[src/rtl/alu_seq_pkg.sv]
// Shared definitions for the ALU word sequencer and the bench-side ALU.
//   seq_state_e : sequencer FSM states (IDLE, ISSUE, RESP)
//   MODE_*      : alu_mode encodings (logic / carry-chained arithmetic)
//   alu_opsel_t : 3-bit operation select shared with the ALU slice
package alu_seq_pkg;

  typedef enum logic [1:0] {
    IDLE  = 2'd0,
    ISSUE = 2'd1,
    RESP  = 2'd2
  } seq_state_e;

  localparam logic MODE_LOGIC = 1'b0;
  localparam logic MODE_ARITH = 1'b1;

  typedef logic [2:0] alu_opsel_t;

  localparam alu_opsel_t OP_ADD = 3'd0;
  localparam alu_opsel_t OP_SUB = 3'd1;
  localparam alu_opsel_t OP_AND = 3'd2;
  localparam alu_opsel_t OP_OR  = 3'd3;
  localparam alu_opsel_t OP_XOR = 3'd4;

endpackage

[src/rtl/alu_seq_word_mux.sv]
// Selects DWIDTH-bit word `sel` (word 0 = least significant) out of a
// NWORDS*DWIDTH-bit vector. Out-of-range selects return 0.
//   vec  : wide input vector
//   sel  : word index
//   word : selected word
module alu_seq_word_mux #(
  parameter int unsigned DWIDTH = 32,
  parameter int unsigned NWORDS = 2,
  parameter int unsigned KW     = 1
) (
  input  logic [NWORDS*DWIDTH-1:0] vec,
  input  logic [KW-1:0]            sel,
  output logic [DWIDTH-1:0]        word
);

  always_comb begin
    word = '0;
    for (int unsigned i = 0; i < NWORDS; i++) begin
      if (sel == KW'(i)) begin
        word = vec[i*DWIDTH +: DWIDTH];
      end
    end
  end

endmodule

[src/rtl/alu_word_sequencer.sv]
// Command-side initiator for a DWIDTH-bit ALU slice. Accepts a wide
// (NWORDS x DWIDTH) operation, issues it to the ALU one word per cycle
// LSW first, chains carry in arithmetic mode, and returns the assembled
// result with carry/zero/sign flags on a valid/ready response channel.
//   clk, rst_n      : clock, asynchronous active-low reset
//   cmd_*           : command channel (valid/ready, opsel, mode, cin, a, b)
//   alu_*           : word-serial interface to the combinational ALU
//   rsp_*           : response channel (valid/ready, result, carry, zero, sign)
module alu_word_sequencer
  import alu_seq_pkg::*;
#(
  parameter int unsigned DWIDTH = 32,
  parameter int unsigned NWORDS = 2
) (
  input  logic                     clk,
  input  logic                     rst_n,
  input  logic                     cmd_valid,
  output logic                     cmd_ready,
  input  logic [2:0]               cmd_opsel,
  input  logic                     cmd_mode,
  input  logic                     cmd_cin,
  input  logic [NWORDS*DWIDTH-1:0] cmd_a,
  input  logic [NWORDS*DWIDTH-1:0] cmd_b,
  output logic [DWIDTH-1:0]        alu_op1,
  output logic [DWIDTH-1:0]        alu_op2,
  output logic [2:0]               alu_opsel,
  output logic                     alu_mode,
  output logic                     alu_cin,
  input  logic [DWIDTH-1:0]        alu_result,
  input  logic                     alu_cout,
  output logic                     rsp_valid,
  input  logic                     rsp_ready,
  output logic [NWORDS*DWIDTH-1:0] rsp_result,
  output logic                     rsp_carry,
  output logic                     rsp_zero,
  output logic                     rsp_sign
);

  localparam int unsigned W  = NWORDS * DWIDTH;
  localparam int unsigned KW = (NWORDS > 1) ? $clog2(NWORDS) : 1;
  localparam logic [KW-1:0] K_LAST = KW'(NWORDS - 1);

  seq_state_e  state_q, state_d;
  alu_opsel_t  opsel_q, opsel_d;
  logic        mode_q, mode_d;
  logic        cin_q, cin_d;
  logic [W-1:0] a_q, a_d;
  logic [W-1:0] b_q, b_d;
  logic [KW-1:0] k_q, k_d;
  logic [W-1:0] res_q, res_d;
  logic        carry_q, carry_d;
  logic        zero_q, zero_d;

  logic [DWIDTH-1:0] word_a;
  logic [DWIDTH-1:0] word_b;
  logic              issue;

  alu_seq_word_mux #(.DWIDTH(DWIDTH), .NWORDS(NWORDS), .KW(KW)) u_mux_a (
    .vec  (a_q),
    .sel  (k_q),
    .word (word_a)
  );

  alu_seq_word_mux #(.DWIDTH(DWIDTH), .NWORDS(NWORDS), .KW(KW)) u_mux_b (
    .vec  (b_q),
    .sel  (k_q),
    .word (word_b)
  );

  assign issue = (state_q == ISSUE);

  // ALU inputs are held at 0 outside ISSUE so the datapath stays quiescent.
  // carry_q holds the cout of word k-1 while word k is being issued.
  always_comb begin
    alu_op1   = issue ? word_a : '0;
    alu_op2   = issue ? word_b : '0;
    alu_opsel = issue ? opsel_q : '0;
    alu_mode  = issue ? mode_q : 1'b0;
    alu_cin   = 1'b0;
    if (issue && (mode_q == MODE_ARITH)) begin
      alu_cin = (k_q == '0) ? cin_q : carry_q;
    end
  end

  always_comb begin
    cmd_ready  = (state_q == IDLE);
    rsp_valid  = (state_q == RESP);
    rsp_result = rsp_valid ? res_q : '0;
    rsp_carry  = rsp_valid & (mode_q == MODE_ARITH) & carry_q;
    rsp_zero   = rsp_valid & zero_q;
    rsp_sign   = rsp_valid & res_q[W-1];
  end

  always_comb begin
    state_d = state_q;
    opsel_d = opsel_q;
    mode_d  = mode_q;
    cin_d   = cin_q;
    a_d     = a_q;
    b_d     = b_q;
    k_d     = k_q;
    res_d   = res_q;
    carry_d = carry_q;
    zero_d  = zero_q;
    unique case (state_q)
      IDLE: begin
        if (cmd_valid) begin
          opsel_d = cmd_opsel;
          mode_d  = cmd_mode;
          cin_d   = cmd_cin;
          a_d     = cmd_a;
          b_d     = cmd_b;
          k_d     = '0;
          zero_d  = 1'b1;
          state_d = ISSUE;
        end
      end
      ISSUE: begin
        for (int unsigned i = 0; i < NWORDS; i++) begin
          if (k_q == KW'(i)) begin
            res_d[i*DWIDTH +: DWIDTH] = alu_result;
          end
        end
        carry_d = alu_cout;
        zero_d  = zero_q & (alu_result == '0);
        if (k_q == K_LAST) begin
          k_d     = '0;
          state_d = RESP;
        end else begin
          k_d = k_q + 1'b1;
        end
      end
      RESP: begin
        if (rsp_ready) begin
          state_d = IDLE;
        end
      end
      default: state_d = IDLE;
    endcase
  end

  always_ff @(posedge clk or negedge rst_n) begin
    if (!rst_n) begin
      state_q <= IDLE;
      opsel_q <= '0;
      mode_q  <= 1'b0;
      cin_q   <= 1'b0;
      a_q     <= '0;
      b_q     <= '0;
      k_q     <= '0;
      res_q   <= '0;
      carry_q <= 1'b0;
      zero_q  <= 1'b0;
    end else begin
      state_q <= state_d;
      opsel_q <= opsel_d;
      mode_q  <= mode_d;
      cin_q   <= cin_d;
      a_q     <= a_d;
      b_q     <= b_d;
      k_q     <= k_d;
      res_q   <= res_d;
      carry_q <= carry_d;
      zero_q  <= zero_d;
    end
  end

endmodule

[config.mk]
export PLATFORM = sky130hd
export DESIGN_NAME = alu_word_sequencer
export DESIGN_NICKNAME = d
export VERILOG_FILES = /design/src/rtl/alu_seq_pkg.sv /design/src/rtl/alu_seq_word_mux.sv /design/src/rtl/alu_word_sequencer.sv
export SDC_FILE = /design/constraint.sdc
export NUM_CORES = 1
export LEC_CHECK = 0
export BUFFER_PORTS_ARGS = -buffer_cell sky130_fd_sc_hd__clkbuf_2
export CORE_AREA = 2 2 177 136
export CTS_CLUSTER_SIZE = 24
export DETAILED_ROUTE_END_ITERATION = 16
export DIE_AREA = 0 0 179 138
export MAX_ROUTING_LAYER = met4
export PLACE_DENSITY_LB_ADDON = 0.12
export SLEW_MARGIN = 0
export SYNTH_ARGS = -nofsm -noshare
export SYNTH_HDL_FRONTEND = slang
export SYNTH_SLANG_ARGS = --single-unit
[constraint.sdc]
create_clock -name clk -period 3.4 [get_ports clk]
set_input_delay 0.68 -clock clk [delete_from_list [all_inputs] [get_ports clk]]
set_output_delay 0.68 -clock clk [all_outputs]
set_load 0.02 [all_outputs]
==> impl_metrics.csv <==
group,metric,value,unit
die,core,23240,um^2
grt,antenna_found_initial,2,
cells_and_area,nets,1138,
cells_and_area,layout-drive-gt1-share,56.20,%
cells_and_area,final_util,50.08,%
placed_design,post-dp-hpwl,15650,um
detailed_routing,drc_errors,0,
timing,worst_pin_slew,971.8,ps
grt,overflow,0,
worst_setup_path,worstPathMaxFanout,46,
die,ios,308,
synthesis,synth_edf_count,0,
clocking,cts_setup_buffers,0,
clocking,cts_tree,"built",
placed_design,dpl.cell_count,1250,
clocking,cts_made_buffers,22,
placed_design,port_buffers,307,
worst_setup_path,crit_type,"reg2out",
synthesis,async_flop_share,100.0,%
timing,slew_violations,0,
timing,fin_skew,7.847,ps
synthesis,ys.flop_type,"dfrtp_1",
synthesis,synth.distinct_cells,25,
clocking,cts.sink_count,202,
flow_run,maxCapViolCount,0,
timing,setup_violations,0,
detailed_routing,routed_wl,22390,um
synthesis,synth_nets,840,
die,rows,49,
cells_and_area,final_area,11640,um^2
detailed_routing,firstDrtPassIters,4,
clocking,ctsRootBufferMaster,"clkbuf_16",
detailed_routing,ant_nets,0,
detailed_routing,wl_per_cell,17.33,um
die,die_h,138,um
detailed_routing,routed_via_density,4.767,
timing,rsz0062_at_grt,"false",
clocking,clk_pin_slew_worst_paths,60,ps
timing,hold_viol_final,0,
pwr,p_clk_share,21.3,%
worst_setup_path,end_kind,"output pin",
synthesis,ys_seq_area_share,55.92,%
synthesis,synthCells,670,
worst_setup_path,worst_ep_arrival_time,2340,ps
pwr,pwr-share-seq,36.7,%
clocking,hold_buffers,0,
pwr,p_leak,5.597,nW
clocking,clock_path_buffers,3,
grt,grt_max_degree,87,
synthesis,ys_ff_latch,202,
clocking,cts_resized,0,
pwr,p_switching,4.240,mW
pwr,combPwrFrac,41.9,%
detailed_routing,vias,6159,
timing,max_freq,330.6,MHz
grt,grt_pass1_vias,6330,
synthesis,yosys_warnings,0,
cells_and_area,area_growth,28.74,%
die,start_util,38.90,%
timing,tns,0,ps
placed_design,place_area,10850,um^2
pwr,irDropWorstVdd,0.4437,mV
pwr,power-per-cell-area,1021,nW/um^2
status,status,"complete, no violations",
detailed_routing,drt_iter0_markers,314,
timing,timing.final.crit_share,88.96,%
synthesis,syn_area_per_cell,13.49,um^2
pwr,power,11.89,mW
cells_and_area,fillers,2171,
die,die_x,179,um
grt,grt_first_pass_wirelength,34600,um
timing,slew_headroom,35.22,%
placed_design,gp_congestion,0.7872,
grt,grt.total_usage,18.19,%
clocking,clk-insertion-delay-late,490,ps
worst_setup_path,start_kind,"register",
timing,fin_crit,3025,ps
clocking,h-tree-depth,1,
cells_and_area,final_cells,1292,
pwr,p_int,7.646,mW
synthesis,syn_area,9039,um^2
min_path,hold_class,"in2async",
die,die_area,24700,um^2
pwr,switching_share,35.67,%
worst_setup_path,required,2720,ps
## power groups by stage
stage	clock network, mW	logic (mW)	registers (mW)
final	2.54	4.98	4.37
after global routing	2.73	5.41	4.55
after CTS	2.63	5.08	4.39
after detailed placement	0	5.06	4.42
after global placement	0	5.01	4.41
after floorplan	0	3.93	4.08
## final cells by class
type / instances / area (um^2) / area share [%]
sequential: 202 / 5059 / 43.47
antenna: 2 / 5.005 / 0.04301
tap: 306 / 382.9 / 3.290
multi-input combinational: 424 / 3720 / 31.97
clock inverter: 8 / 120.1 / 1.032
timing repair buffer: 318 / 1690 / 14.53
clock buffer: 32 / 659.4 / 5.667
## synthesized netlist by cell type, types with 2 or more instances
| cell | number | area, um^2 |
|---|---|---|
| nor2b_1 | 2 | 12.51 |
| nand2_1 | 5 | 18.77 |
| clkbuf_1 | 9 | 33.78 |
| buf_4 | 8 | 60.06 |
| mux2i_1 | 65 | 650.6 |
| buf_6 | 7 | 78.83 |
| mux2_2 | 193 | 2173 |
| buf_2 | 16 | 80.08 |
| nor4_1 | 8 | 50.05 |
| and2_1 | 70 | 437.9 |
| nand4_1 | 2 | 12.51 |
| dfrtp_1 | 202 | 5055 |
| mux2_1 | 4 | 45.04 |
| buf_1 | 4 | 15.01 |
| nor2_1 | 65 | 244.0 |
## per-layer routing
layer	vias to the layer above	share of wire [%]	global-route usage, %	wire, um
met3	41	7.4	4.813	1651
met1	3019	45	24.82	10150
met4	0	2.9	5.049	643
li1	2912	-	-	-
met5	-	0	-	0
met2	187	44	26.78	9943
## registers in the layout, summed over array words and instances, names as in the netlist
name / flops
k_q: 1
a_q: 64
state_q: 2
b_q: 64
carry_q: 1
zero_q: 1
res_q: 64
mode_q: 1
cin_q: 1
opsel_q: 3
## cell families (layout without fill, tap and decap cells)
family	Yosys count	in the layout	share of synthesized area (%)
other cells	0	2	0
flops	202	202	55.92
compound gates	3	3	0.2215
simple gates	159	159	9.150
mux	262	262	31.74
buf+inv	44	358	2.962
## metrics by stage
step	hold slack (ps)	setup WS, ps
floorplan	384.4	1360
global placement	467.9	812.2
detailed placement	471.6	808.5
CTS	265.1	260.2
global route	279.2	197.9
finish	232.9	375.5
## worst max-delay path, stage by stage (launching register included)
cell      delay (ps)
dfrtp_1          390
or2b_2           790
buf_4            400
nor2_1            90
clkbuf_2         160
## placed cells by master (no fill, tap or decap), types with 2 or more instances in the layout
master / netlist / layout
mux2_1: 4 / 4
clkbuf_1: 9 / 4
nand4_1: 2 / 2
mux2i_1: 65 / 65
bufinv_16: 0 / 3
nor4_1: 8 / 8
mux2_2: 193 / 193
nor2_1: 65 / 65
clkbuf_2: 0 / 306
nand2_1: 5 / 5
nor2b_1: 2 / 2
clkbuf_16: 0 / 23
buf_12: 0 / 5
dfrtp_1: 202 / 201
diode_2: 0 / 2
buf_4: 8 / 6
clkinv_2: 0 / 3
clkbuf_8: 0 / 6
and2_1: 70 / 69
clkinvlp_4: 0 / 2
## final timing paths
kind,startpoint,to,slack [ps],cells after the start
worst max-delay path,state_q[0],alu_op1[3],380,4
worst min-delay path,rst_n,res_q[56],230,1
worst max register to register,state_q[1],res_q[13],1220,4
worst min register to register,zero_q,zero_q,480,1
max in group asynchronous,rst_n,res_q[19],2370,2
min in group clk,cmd_a[21],a_q[21],400,2
Power figures use the tool's default switching activity.
